File: src/rtl/imm_encoder_pkg.sv
// Shared format codes, NOP constant and request layout for the RV32I instruction encoder.
// The immediate extender uses the same format codes.
package imm_encoder_pkg;

  typedef enum logic [2:0] {
    FMT_I = 3'd0,
    FMT_S = 3'd1,
    FMT_B = 3'd2,
    FMT_U = 3'd3,
    FMT_J = 3'd4,
    FMT_R = 3'd5
  } fmt_e;

  localparam logic [31:0] INS_NOP = 32'h0000_0013;

  typedef struct packed {
    logic [2:0]  fmt;
    logic [6:0]  op;
    logic [4:0]  rd;
    logic [4:0]  rs1;
    logic [4:0]  rs2;
    logic [2:0]  f3;
    logic [6:0]  f7;
    logic [31:0] imm;
  } req_t;

  // True when bits [31:lsb] of v are all ones or all zeros, i.e. v fits a signed field of width lsb+1.
  function automatic logic upper_same(input logic [31:0] v, input int unsigned lsb);
    logic [31:0] mask;
    mask = 32'hFFFF_FFFF << lsb;
    return ((v & mask) == mask) || ((v & mask) == 32'h0);
  endfunction

endpackage

File: src/rtl/imm_encoder_imm_pack.sv
// Combinational packer: instruction fields and format to an RV32I word plus a legality flag.
// Illegal immediates and unknown formats give the NOP word.
module imm_pack
  import imm_encoder_pkg::*;
(
  input  logic [2:0]  fmt,
  input  logic [6:0]  op,
  input  logic [4:0]  rd,
  input  logic [4:0]  rs1,
  input  logic [4:0]  rs2,
  input  logic [2:0]  f3,
  input  logic [6:0]  f7,
  input  logic [31:0] imm,
  output logic [31:0] ins,
  output logic        err
);

  logic [31:0] raw;
  logic        illegal;

  // NOTE: every signal gets a default before the case, so no path leaves it unassigned and no latch is inferred.
  always_comb begin
    raw     = 32'h0;
    illegal = 1'b1;
    case (fmt)
      FMT_I: begin
        raw     = {imm[11:0], rs1, f3, rd, op};
        illegal = !upper_same(imm, 11);
      end
      FMT_S: begin
        raw     = {imm[11:5], rs2, rs1, f3, imm[4:0], op};
        illegal = !upper_same(imm, 11);
      end
      FMT_B: begin
        raw     = {imm[12], imm[10:5], rs2, rs1, f3, imm[4:1], imm[11], op};
        illegal = !upper_same(imm, 12) || imm[0];
      end
      FMT_U: begin
        raw     = {imm[31:12], rd, op};
        illegal = (imm[11:0] != 12'h0);
      end
      FMT_J: begin
        raw     = {imm[20], imm[10:1], imm[11], imm[19:12], rd, op};
        illegal = !upper_same(imm, 20) || imm[0];
      end
      FMT_R: begin
        raw     = {f7, rs2, rs1, f3, rd, op};
        illegal = 1'b0;
      end
      default: ;
    endcase
    ins = illegal ? INS_NOP : raw;
    err = illegal;
  end

endmodule

File: src/rtl/imm_encoder.sv
// Two-stage instruction encoder: S1 holds the raw request, S2 holds the encoded word with its
// byte address. Also keeps the streaming address counter and a saturating error count.
module imm_encoder
  import imm_encoder_pkg::*;
#(
  parameter int ADDR_W = 10
) (
  input  logic              clk,
  input  logic              rst,
  input  logic              in_valid,
  output logic              in_ready,
  input  logic [2:0]        in_fmt,
  input  logic [6:0]        in_op,
  input  logic [4:0]        in_rd,
  input  logic [4:0]        in_rs1,
  input  logic [4:0]        in_rs2,
  input  logic [2:0]        in_f3,
  input  logic [6:0]        in_f7,
  input  logic [31:0]       in_imm,
  output logic              out_valid,
  input  logic              out_ready,
  output logic [31:0]       out_ins,
  output logic [ADDR_W-1:0] out_addr,
  output logic              out_err,
  input  logic              base_load,
  input  logic [ADDR_W-1:0] base_addr,
  output logic [7:0]        err_count
);

  localparam logic [ADDR_W-1:0] ADDR_STEP = ADDR_W'(4);

  logic              s1_valid_q, s1_valid_d;
  req_t              s1_req_q, s1_req_d;
  logic              out_valid_q, out_valid_d;
  logic [31:0]       out_ins_q, out_ins_d;
  logic              out_err_q, out_err_d;
  logic [ADDR_W-1:0] out_addr_q, out_addr_d;
  logic [ADDR_W-1:0] cnt_q, cnt_d;
  logic [7:0]        err_cnt_q, err_cnt_d;

  logic        s2_adv, s1_adv, s2_load;
  logic [31:0] pack_ins;
  logic        pack_err;

  imm_pack u_pack (
    .fmt (s1_req_q.fmt),
    .op  (s1_req_q.op),
    .rd  (s1_req_q.rd),
    .rs1 (s1_req_q.rs1),
    .rs2 (s1_req_q.rs2),
    .f3  (s1_req_q.f3),
    .f7  (s1_req_q.f7),
    .imm (s1_req_q.imm),
    .ins (pack_ins),
    .err (pack_err)
  );

  assign s2_adv  = !out_valid_q || out_ready;
  assign s1_adv  = !s1_valid_q || s2_adv;
  assign s2_load = s1_valid_q && s2_adv;

  always_comb begin
    s1_valid_d  = s1_valid_q;
    s1_req_d    = s1_req_q;
    out_valid_d = out_valid_q;
    out_ins_d   = out_ins_q;
    out_err_d   = out_err_q;
    out_addr_d  = out_addr_q;
    if (s1_adv) begin
      s1_valid_d = in_valid;
      if (in_valid) begin
        s1_req_d = '{fmt: in_fmt, op: in_op, rd: in_rd, rs1: in_rs1, rs2: in_rs2,
                     f3: in_f3, f7: in_f7, imm: in_imm};
      end
    end
    if (s2_adv) out_valid_d = s1_valid_q;
    if (s2_load) begin
      out_ins_d  = pack_ins;
      out_err_d  = pack_err;
      out_addr_d = base_load ? base_addr : cnt_q;
    end
  end

  // A base load overrides the increment; a word entering S2 in the same cycle takes the new base.
  always_comb begin
    cnt_d     = cnt_q;
    err_cnt_d = err_cnt_q;
    if (base_load)    cnt_d = s2_load ? base_addr + ADDR_STEP : base_addr;
    else if (s2_load) cnt_d = cnt_q + ADDR_STEP;
    if (out_valid_q && out_ready && out_err_q && (err_cnt_q != 8'hFF)) err_cnt_d = err_cnt_q + 8'd1;
  end

  // NOTE: non-blocking assignments so every flop samples pre-edge values, whatever the statement order.
  always_ff @(posedge clk) begin
    if (rst) begin
      s1_valid_q  <= 1'b0;
      out_valid_q <= 1'b0;
      out_ins_q   <= 32'h0;
      out_err_q   <= 1'b0;
      out_addr_q  <= '0;
      cnt_q       <= '0;
      err_cnt_q   <= 8'h0;
    end else begin
      s1_valid_q  <= s1_valid_d;
      out_valid_q <= out_valid_d;
      out_ins_q   <= out_ins_d;
      out_err_q   <= out_err_d;
      out_addr_q  <= out_addr_d;
      cnt_q       <= cnt_d;
      err_cnt_q   <= err_cnt_d;
    end
  end

  // NOTE: the S1 payload has no reset; it is qualified by s1_valid_q, so its contents after reset never matter.
  always_ff @(posedge clk) begin
    s1_req_q <= s1_req_d;
  end

  assign in_ready  = s1_adv;
  assign out_valid = out_valid_q;
  assign out_ins   = out_ins_q;
  assign out_err   = out_err_q;
  assign out_addr  = out_addr_q;
  assign err_count = err_cnt_q;

endmodule

File: config.mk
export PLATFORM = sky130hd
export DESIGN_NAME = imm_encoder
export DESIGN_NICKNAME = d
export VERILOG_FILES = /design/src/rtl/imm_encoder_pkg.sv /design/src/rtl/imm_encoder_imm_pack.sv /design/src/rtl/imm_encoder.sv
export SDC_FILE = /design/constraint.sdc
export NUM_CORES = 1
export LEC_CHECK = 0
export CELL_PAD_IN_SITES_DETAIL_PLACEMENT = 1
export CELL_PAD_IN_SITES_GLOBAL_PLACEMENT = 1
export CORE_MARGIN = 2
export CORE_UTILIZATION = 43
export CTS_CLUSTER_SIZE = 14
export DETAILED_ROUTE_END_ITERATION = 6
export PLACE_DENSITY = 0.85
export SLEW_MARGIN = 40
export SYNTH_ARGS = -nofsm -noshare
export SYNTH_HDL_FRONTEND = slang
export SYNTH_SLANG_ARGS = --single-unit
File: constraint.sdc
create_clock -name clk -period 6.4 [get_ports clk]
set_input_delay 1.28 -clock clk [delete_from_list [all_inputs] [get_ports clk]]
set_output_delay 1.28 -clock clk [all_outputs]
set_load 0.02 [all_outputs]
==> results.cfg, run 1 <==
[grt]
antenna_found_initial = 0
first_global_vias = 4976
grt_first_pass_wirelength_um = 26700
grt_start_max_net_pins = 69
grt_overflow = 0
grt_util_all_layers_pct = 23.6

[cells_and_area]
area_growth_pct = 35.0
multi_input_area_um2 = 2500
antenna_cells = 0
layout-drive-gt1-share_pct = 11.9
n_fill_cell = 1414
final_nets = 711
regArea_um2 = 3270

[sta]
rsz0062_at_grt = no
fin_skew_ns = 0.00863
hold_viol = 0
relSlewSlack_pct = 44.7
worst_slew_pin_slew_ns = 0.829
setup_viol = 0
finalMaxSlewViolations = 0
tns_ns = 0
period_needed_ns = 3.89
fin_crit_sh_pct = 60.9
fmax_mhz = 257

[power]
peakVddDrop_v = 0.000227
switchingPower_uw = 528
p_total_mw = 2.22
internal_power_mw = 1.69
p_leak_nw = 2.81
seqPwrFrac_pct = 43.1
comb_power_share_pct = 11.2
clkPwrFrac_pct = 45.7
power_density_nw_per_um2 = 275
swShare_pct = 23.8

[yosys]
yosysTopAreaCell = edfxtp_1
synth_edf_count = 67
syn_inst = 504
yosys.area_share.simple_pct = 15.9
synth_top_family_by_area = compound AO/OA/AOI/OAI gates
avgSynthCellArea_um2 = 11.9
synthMuxAreaShare_pct = 5.03
synthAdderAreaFrac_pct = 0.628
synth_area_leaders = edfxtp_1 34%, dfxtp_1 21%, o41ai_2 5.7%, nand3b_1 4.1%, mux2i_1 3.5%
synthFlopType = edfxtp_1
synth_warnings = 0
synth_xor_area_share_pct = 2.49
yosysMostFrequentCell = edfxtp_1
synth_common_cells = 67 x edfxtp_1, 63 x dfxtp_1, 46 x nor2_1
synth_nets = 589
async_reset_ff_share_pct = 0
ys_seq_elements = 130
synth_top_area_share_pct = 33.7
yosysSeqAreaShare_pct = 54.8
synth_compound_area_share_pct = 17.6
syn_area_um2 = 5970
ys_types = 49

[worst_setup_path]
cp-end-kind = output port
start_kind = input pin
cp.required_ns = 5.12
path_max_fanout = 3
critPathBufInv = 2
cp_data_arrival_time_ns = 2.61
cp_common_cell = clkdlybuf4s50_1
path_cells = clkdlybuf4s50_1, nor2b_1, nand2_1, clkdlybuf4s50_1
crit_slowest_cell = clkdlybuf4s50_1
crit_type = in2out
critical-path-top-delay-family = buffers and inverters
critPathMaxStageDelay_ns = 0.56

[floorplanning]
die_x_um = 122
die_height_um = 122
coreArea_um2 = 13700
initial_core_util_pct = 43.5
floorplan.die_area_um2 = 14800
io_pins = 135
rows = 43

[clocking]
cts_setup_buffers = 0
cts_resized = 0
cts_hold_buf = 0
tritoncts_num_sinks = 130
cts-htree-levels = 4
insertion_delay_ns = 0.42
cts.path.max_buffers = 2
path_clk_slew_ns = 0.06
numCtsBuffers = 17
root_buffer = clkbuf_16
tritoncts = built

[route]
ant_nets = 0
drt_drc_violations_left = 0
via_per_inst = 5.77
vias = 4728
wl_per_cell_um = 20.5
drt-pass1-iter-count = 4
wl_um = 16800
drt_iter0_drc = 400

[placed_design]
place.gp.congestion = 0.845
dp_hpwl_um = 11300
portBuffers = 134

[flow_run]
drv_cap = 0

[run_status]
outcome = finished clean

[hold_path]
holdCritPathClass = reg2reg
-- power groups by stage --
stage | combinational [mW] | clock, mW | sequential [mW]
final | 0.248 | 1.01 | 0.956
after global routing | 0.268 | 1.07 | 0.960
after CTS | 0.248 | 1.03 | 0.957
after detailed placement | 0.245 | 0 | 0.973
after global placement | 0.230 | 0 | 0.969
after floorplan | 0.126 | 0 | 0.973
-- per-layer routing --
metal,vias to the layer above,GRT usage (%),part of all wire [%]
met1,2327,29.2,42
met3,32,5.90,5.1
li1,2185,-,-
met4,0,9.84,2.6
met5,-,0,0
met2,184,39.2,51
-- worst min-delay path, stage by stage (launching register included) --
cell and delay, ns:
dfxtp_1 0.31, nand3b_1 0.08, o31ai_1 0.06
-- through the flow --
| stage | setup WS [ns] | hold WS [ns] | util (%) | cell area [um^2] | instances |
|---|---|---|---|---|---|
| 6_report | 2.51 | 0.491 | 58.8 | 8070 | 819 |
| 4_1_cts | 2.50 | 0.493 | 58.7 | 8050 | 818 |
| 5_1_grt | 2.43 | 0.519 | 58.8 | 8070 | 819 |
| 3_3_place_gp | 2.58 | 0.471 | 53.9 | 7400 | 784 |
| 2_1_floorplan | 2.83 | 0.456 | - | 5970 | 504 |
| 3_5_place_dp | 2.50 | 0.481 | 54.2 | 7440 | 786 |
-- worst paths after layout --
kind / startpoint / endpoint / slack, ns / cells past startpoint
max reg2reg: s1_req_q[66]$_DFFE_PP_ / out_ins[9]$_SDFFE_PP0P_ / 3.76 / 7
min reg2reg: out_ins[5]$_SDFFE_PP0P_ / out_ins[5]$_SDFFE_PP0P_ / 0.49 / 2
max: out_ready / in_ready / 2.51 / 4
min: out_ins[5]$_SDFFE_PP0P_ / out_ins[5]$_SDFFE_PP0P_ / 0.49 / 2
-- sequential cells by signal, summed over array words and instances, names as in the netlist --
name	cells
out_err	1
err_count	8
s1_valid_q	1
out_valid	1
cnt_q	10
out_addr	10
out_ins	32
s1_req_q	67
-- placed cells by master (no fill, tap or decap), types with 9 or more instances in the layout --
master / instances
clkdlybuf4s50_1: 132
nor2_1: 46
a22oi_1: 15
mux2i_1: 21
o22a_1: 13
o21ai_0: 9
clkbuf_16: 17
a211oi_1: 17
dfxtp_1: 63
o41ai_2: 21
a21oi_1: 19
nand2_1: 10
nand3b_1: 33
nand4_1: 12
edfxtp_1: 67
xnor2_1: 10
nor2b_1: 18
-- cell families (layout without fill, tap and decap cells) --
| group | count (synthesis) | in the layout |
|---|---|---|
| mux | 28 | 28 |
| fa+ha+maj | 3 | 3 |
| buf+inv | 44 | 179 |
| simple gates | 164 | 164 |
| xor+xnor | 17 | 17 |
| flops | 130 | 130 |
| compound gates | 118 | 118 |
-- area by class of cell --
type | count | share of cell area, %
clock buffers | 17 | 5.27
inverters | 3 | 0.140
well taps | 180 | 2.79
clock inverters | 15 | 2.36
flip-flops and latches | 130 | 40.6
repair buffers | 144 | 17.9
multi-input cells | 330 | 31.0
Power figures use the tool's default switching activity.
==> run 2: changes to the inputs <==
- CORE_UTILIZATION: 43 -> 40
- PLACE_DENSITY: 0.85 -> 0.79
- clock period: 6.4 -> 3.75 ns (I/O delays scaled with it)
==> run 2 against run 1 <==
  * Via count is 1.9% lower
  * Worst hold slack got worse by 0.0032 ns
  * Core utilization is 3.7 points lower
  * Largest power group unchanged
  * Largest cell class unchanged
  * Combinational power is 71% higher
  * Global-route usage fell by 2.8 points
  * Clock-buffer cell count up 6
==> results.cfg, run 2 (synthesized netlist as in run 1, its figures left out) <==
[power]
comb_power_share_pct = 11.4
seqPwrFrac_pct = 44.1
clkPwrFrac_pct = 44.4
peakVddDrop_v = 0.000292
internal_power_mw = 2.83
power_density_nw_per_um2 = 460
p_total_mw = 3.70
swShare_pct = 23.5
switchingPower_uw = 869
p_leak_nw = 2.81

[clocking]
tritoncts = built
root_buffer = clkbuf_16
cts-htree-levels = 4
numCtsBuffers = 17
cts_setup_buffers = 0
cts.path.max_buffers = 2
insertion_delay_ns = 0.42
cts_hold_buf = 0
tritoncts_num_sinks = 130
path_clk_slew_ns = 0.05
cts_resized = 0

[sta]
hold_viol = 0
period_needed_ns = 2.83
fin_crit_sh_pct = 75.5
hold_ws_ns = 0.488
fin_skew_ns = 0.0112
finalMaxSlewViolations = 0
worst_slew_pin_slew_ns = 0.717
setup_viol = 0
fmax_mhz = 353
rsz0062_at_grt = no
tns_ns = 0
relSlewSlack_pct = 52.1
layout_setup_ws_ns = 0.917

[cells_and_area]
final_core_util_pct = 55.1
mostFrequentLayoutCell = clkdlybuf4s50_1
final_nets = 712
fin_cells = 824
area_growth_pct = 34.6
antenna_cells = 0
layout-drive-gt1-share_pct = 11.7
largest_register = s1_req_q
n_fill_cell = 1486
most-common-layout-cells = 133 x clkdlybuf4s50_1, 67 x edfxtp_1, 63 x dfxtp_1, 46 x nor2_1, 33 x nand3b_1
largest_reg_flops = 67
final_area_um2 = 8040

[grt]
grt_overflow = 0
first_global_vias = 4882
antenna_found_initial = 0
grt_util_all_layers_pct = 20.7
grt_start_max_net_pins = 68
grt_first_pass_wirelength_um = 26000

[worst_setup_path]
cp.required_ns = 3.00
cp_data_arrival_time_ns = 2.08
critical-path-top-delay-family = buffers and inverters
r2r_slack_ns = 1.21
cp_common_cell = clkdlybuf4s50_1
crit_type = in2out
start_kind = input pin
rr_startpoint = s1_req_q[16]$_DFFE_PP_
crit_slowest_cell = clkdlybuf4s50_1
path_cells = clkdlybuf4s50_1, nor2b_1, nand2_1, clkdlybuf4s50_1
reg2reg_depth = 6
critPathMaxStageDelay_ns = 0.56
cp-end-kind = output port
path_max_fanout = 3
critPathBufInv = 2
rr_endpoint = out_ins[27]$_SDFFE_PP0P_

[floorplanning]
die_x_um = 126
rows = 44
initial_core_util_pct = 40.9
io_pins = 135
coreArea_um2 = 14600
die_height_um = 126
floorplan.die_area_um2 = 15900

[route]
wl_per_cell_um = 20.0
drt_iter0_drc = 287
drt_drc_violations_left = 0
vias = 4636
ant_nets = 0
drt-pass1-iter-count = 4
wl_um = 16500
via_per_inst = 5.63

[hold_path]
worstHoldPathCells = 2
min_to = out_ins[31]$_SDFFE_PP0P_
min-delay-start = out_ins[31]$_SDFFE_PP0P_
holdCritPathClass = reg2reg

[placed_design]
placed_area_um2 = 7440
dp_slack_ns = 0.931
dp_hpwl_um = 11400
portBuffers = 134
place.gp.congestion = 0.830
place_inst = 791

[flow_run]
drv_cap = 0

[run_status]
outcome = finished clean
## run 2: worst max-delay path by stage
stage,startpoint,end,slack [ns],cells past startpoint
final,out_ready,in_ready,0.92,4
after global routing,out_ready,in_ready,0.83,4
after CTS,out_ready,in_ready,0.92,4
after detailed placement,out_ready,in_ready,0.93,4
after global placement,out_ready,in_ready,0.98,4
after floorplan,out_ready,s1_req_q[0]$_DFFE_PP_,0.71,3
## run 2: layer usage
| metal | track usage, % | share of wire [%] | up-vias |
|---|---|---|---|
| met4 | 6.79 | 1.5 | 0 |
| li1 | - | - | 2182 |
| met3 | 4.72 | 4.8 | 18 |
| met2 | 34.6 | 49 | 145 |
| met5 | 0 | 0 | - |
| met1 | 26.8 | 44 | 2291 |
## run 2: power by group through the flow
stage	Combinational (mW)	Sequential, mW	Clock [mW]
2_1_floorplan	0.215	1.66	0
3_3_place_gp	0.402	1.65	0
3_5_place_dp	0.417	1.66	0
4_1_cts	0.421	1.63	1.68
5_1_grt	0.455	1.64	1.74
6_report	0.423	1.63	1.64
## run 2: cell type report
type	instances	area, um^2	area share, %
sequential	130	3270	40.7
multi-input combinational	330	2500	31.1
timing repair buffer	145	1440	17.9
clock buffer	23	489	6.08
tap	184	230	2.86
clock inverter	9	103	1.28
inverter	3	11.3	0.140
## run 2: worst min-delay path: cells and delay by family (launching register included)
family / cells / cell delay (ns)
simple gates: 1 / 0.08
flops: 1 / 0.30
compound gates: 1 / 0.06
==> run 3: changes to the inputs <==
- CORE_UTILIZATION: 40 -> 36
- PLACE_DENSITY: 0.79 -> 0.75
- clock period: 3.75 -> 2.3 ns (I/O delays scaled with it)
==> run 3 against run 2 <==
  * Sequential power is 63% higher
  * Clock skew is 0.0025 ns higher
  * Clock-buffer cell count is 5 lower
  * Non-clock buffer count is 25 higher
  * First-iteration DRC count is 14% higher
  * Global-route usage is 0.51 points lower
  * Cell count is 7.4% higher
  * Via count is 2.6% higher
  * Die area is 11% higher
  * Core utilization is 4.5 points lower
  * Largest power group is now registers
  * Highest routed layer unchanged
==> results.cfg, run 3 (synthesized netlist as in run 1, its figures left out) <==
[clocking]
cts.path.max_buffers = 2
cts_hold_buf = 0
insertion_delay_ns = 0.42
tritoncts = built
root_buffer = clkbuf_16
cts-htree-levels = 4
path_clk_slew_ns = 0.06
tritoncts_num_sinks = 130
numCtsBuffers = 17

[cells_and_area]
n_fill_cell = 1673
fin_cells = 885
regArea_um2 = 3270
antenna_cells = 0
largest_reg_flops = 67
multi_input_area_um2 = 2520
largest_register = s1_req_q
area_growth_pct = 39.1
mostFrequentLayoutCell = clkdlybuf4s50_1
final_nets = 737
layout-drive-gt1-share_pct = 15.5
most-common-layout-cells = 133 x clkdlybuf4s50_1, 67 x edfxtp_1, 63 x dfxtp_1, 46 x nor2_1, 33 x nand3b_1

[worst_setup_path]
cp.required_ns = 1.84
cp_data_arrival_time_ns = 1.72
path_max_fanout = 3
crit_type = in2out
rr_startpoint = s1_req_q[66]$_DFFE_PP_
cp-end-kind = output port
start_kind = input pin
r2r_slack_ns = 0.13
rr_endpoint = out_ins[22]$_SDFFE_PP0P_
reg2reg_depth = 6

[floorplanning]
rows = 47
io_pins = 135
initial_core_util_pct = 36.4
die_height_um = 133
die_x_um = 133
coreArea_um2 = 16400
floorplan.die_area_um2 = 17600

[placed_design]
portBuffers = 134
place_inst = 853
place.gp.congestion = 0.828
dp_hpwl_um = 12400

[hold_path]
min-delay-start = out_ins[30]$_SDFFE_PP0P_
min_to = out_ins[30]$_SDFFE_PP0P_
worstHoldPathCells = 2
holdCritPathClass = reg2reg

[sta]
fmax_mhz = 459
hold_viol = 0
fin_skew_ns = 0.0137
rsz0062_at_grt = no
setup_viol = 0
relSlewSlack_pct = 58.6
tns_ns = 0
finalMaxSlewViolations = 0
hold_ws_ns = 0.497
period_needed_ns = 2.18
worst_slew_pin_slew_ns = 0.621
fin_crit_sh_pct = 94.8

[route]
drt_iter0_drc = 327
wl_per_cell_um = 19.9
drt-pass1-iter-count = 4
vias = 4758
ant_nets = 0
via_per_inst = 5.38
wl_um = 17600
drt_drc_violations_left = 0

[power]
power_density_nw_per_um2 = 718
peakVddDrop_v = 0.000512
p_leak_nw = 2.92

[grt]
grt_start_max_net_pins = 68
first_global_vias = 5090
grt_util_all_layers_pct = 20.2
antenna_found_initial = 0
grt_first_pass_wirelength_um = 27800
grt_overflow = 0

[flow_run]
drv_cap = 0

[run_status]
outcome = finished clean
-- run 3: per-stage QoR --
step                      power (mW)  cell area, um^2  worst slack (ns)  util [%]
final                           5.96             8310             0.120      50.6
after global routing            6.19             8310           0.00291      50.6
after CTS                       6.02             8290             0.112      50.5
after detailed placement        3.44             7730            0.0651      47.1
after global placement          3.39             7700            0.0896      46.9
after floorplan                 3.06             5970             0.236         -
-- run 3: per-layer routing --
metal | GRT usage, % | up-vias | routed length, um
li1 | - | 2234 | -
met4 | 6.99 | 0 | 424
met1 | 25.3 | 2332 | 7640
met5 | 0 | - | 0
met3 | 4.75 | 28 | 779
met2 | 34.4 | 164 | 8730
-- run 3: what timing repair did --
item                       4_1_cts  5_1_grt
setup buffers                    0        0
setup endpoints to repair        0       16
resized for setup                0        3
-- run 3: worst max path at each step --
stage,from,to,depth (start not counted)
global route,out_ready,in_ready,4
global placement,s1_req_q[18]$_DFFE_PP_,out_ins[9]$_SDFFE_PP0P_,5
floorplan,out_valid$_SDFFE_PP0P_,s1_req_q[0]$_DFFE_PP_,3
CTS,out_ready,in_ready,4
detailed placement,out_ready,out_addr[1]$_SDFFE_PP0P_,7
finish,out_ready,in_ready,4
-- run 3: worst max-delay path: stages --
cell and delay (ns):
clkdlybuf4s50_1 0.45, nor2b_1 0.17, nand2_1 0.09, clkdlybuf4s50_1 0.55
-- run 3: area by class of cell --
| class | instances | share of cell area, % |
|---|---|---|
| clock inverter | 14 | 1.57 |
| sequential | 130 | 39.4 |
| timing repair buffer | 170 | 20.1 |
| inverter | 3 | 0.136 |
| multi-input combinational | 330 | 30.3 |
| clock buffer | 18 | 5.16 |
| tap | 220 | 3.31 |
-- run 3: power breakdown --
part	internal [mW]	total [mW]	switching [mW]	leakage (nW)
Combinational	0.370	0.736	0.367	1.49
Sequential	2.57	2.66	0.0978	1.17
Clock	1.50	2.56	1.07	0.258
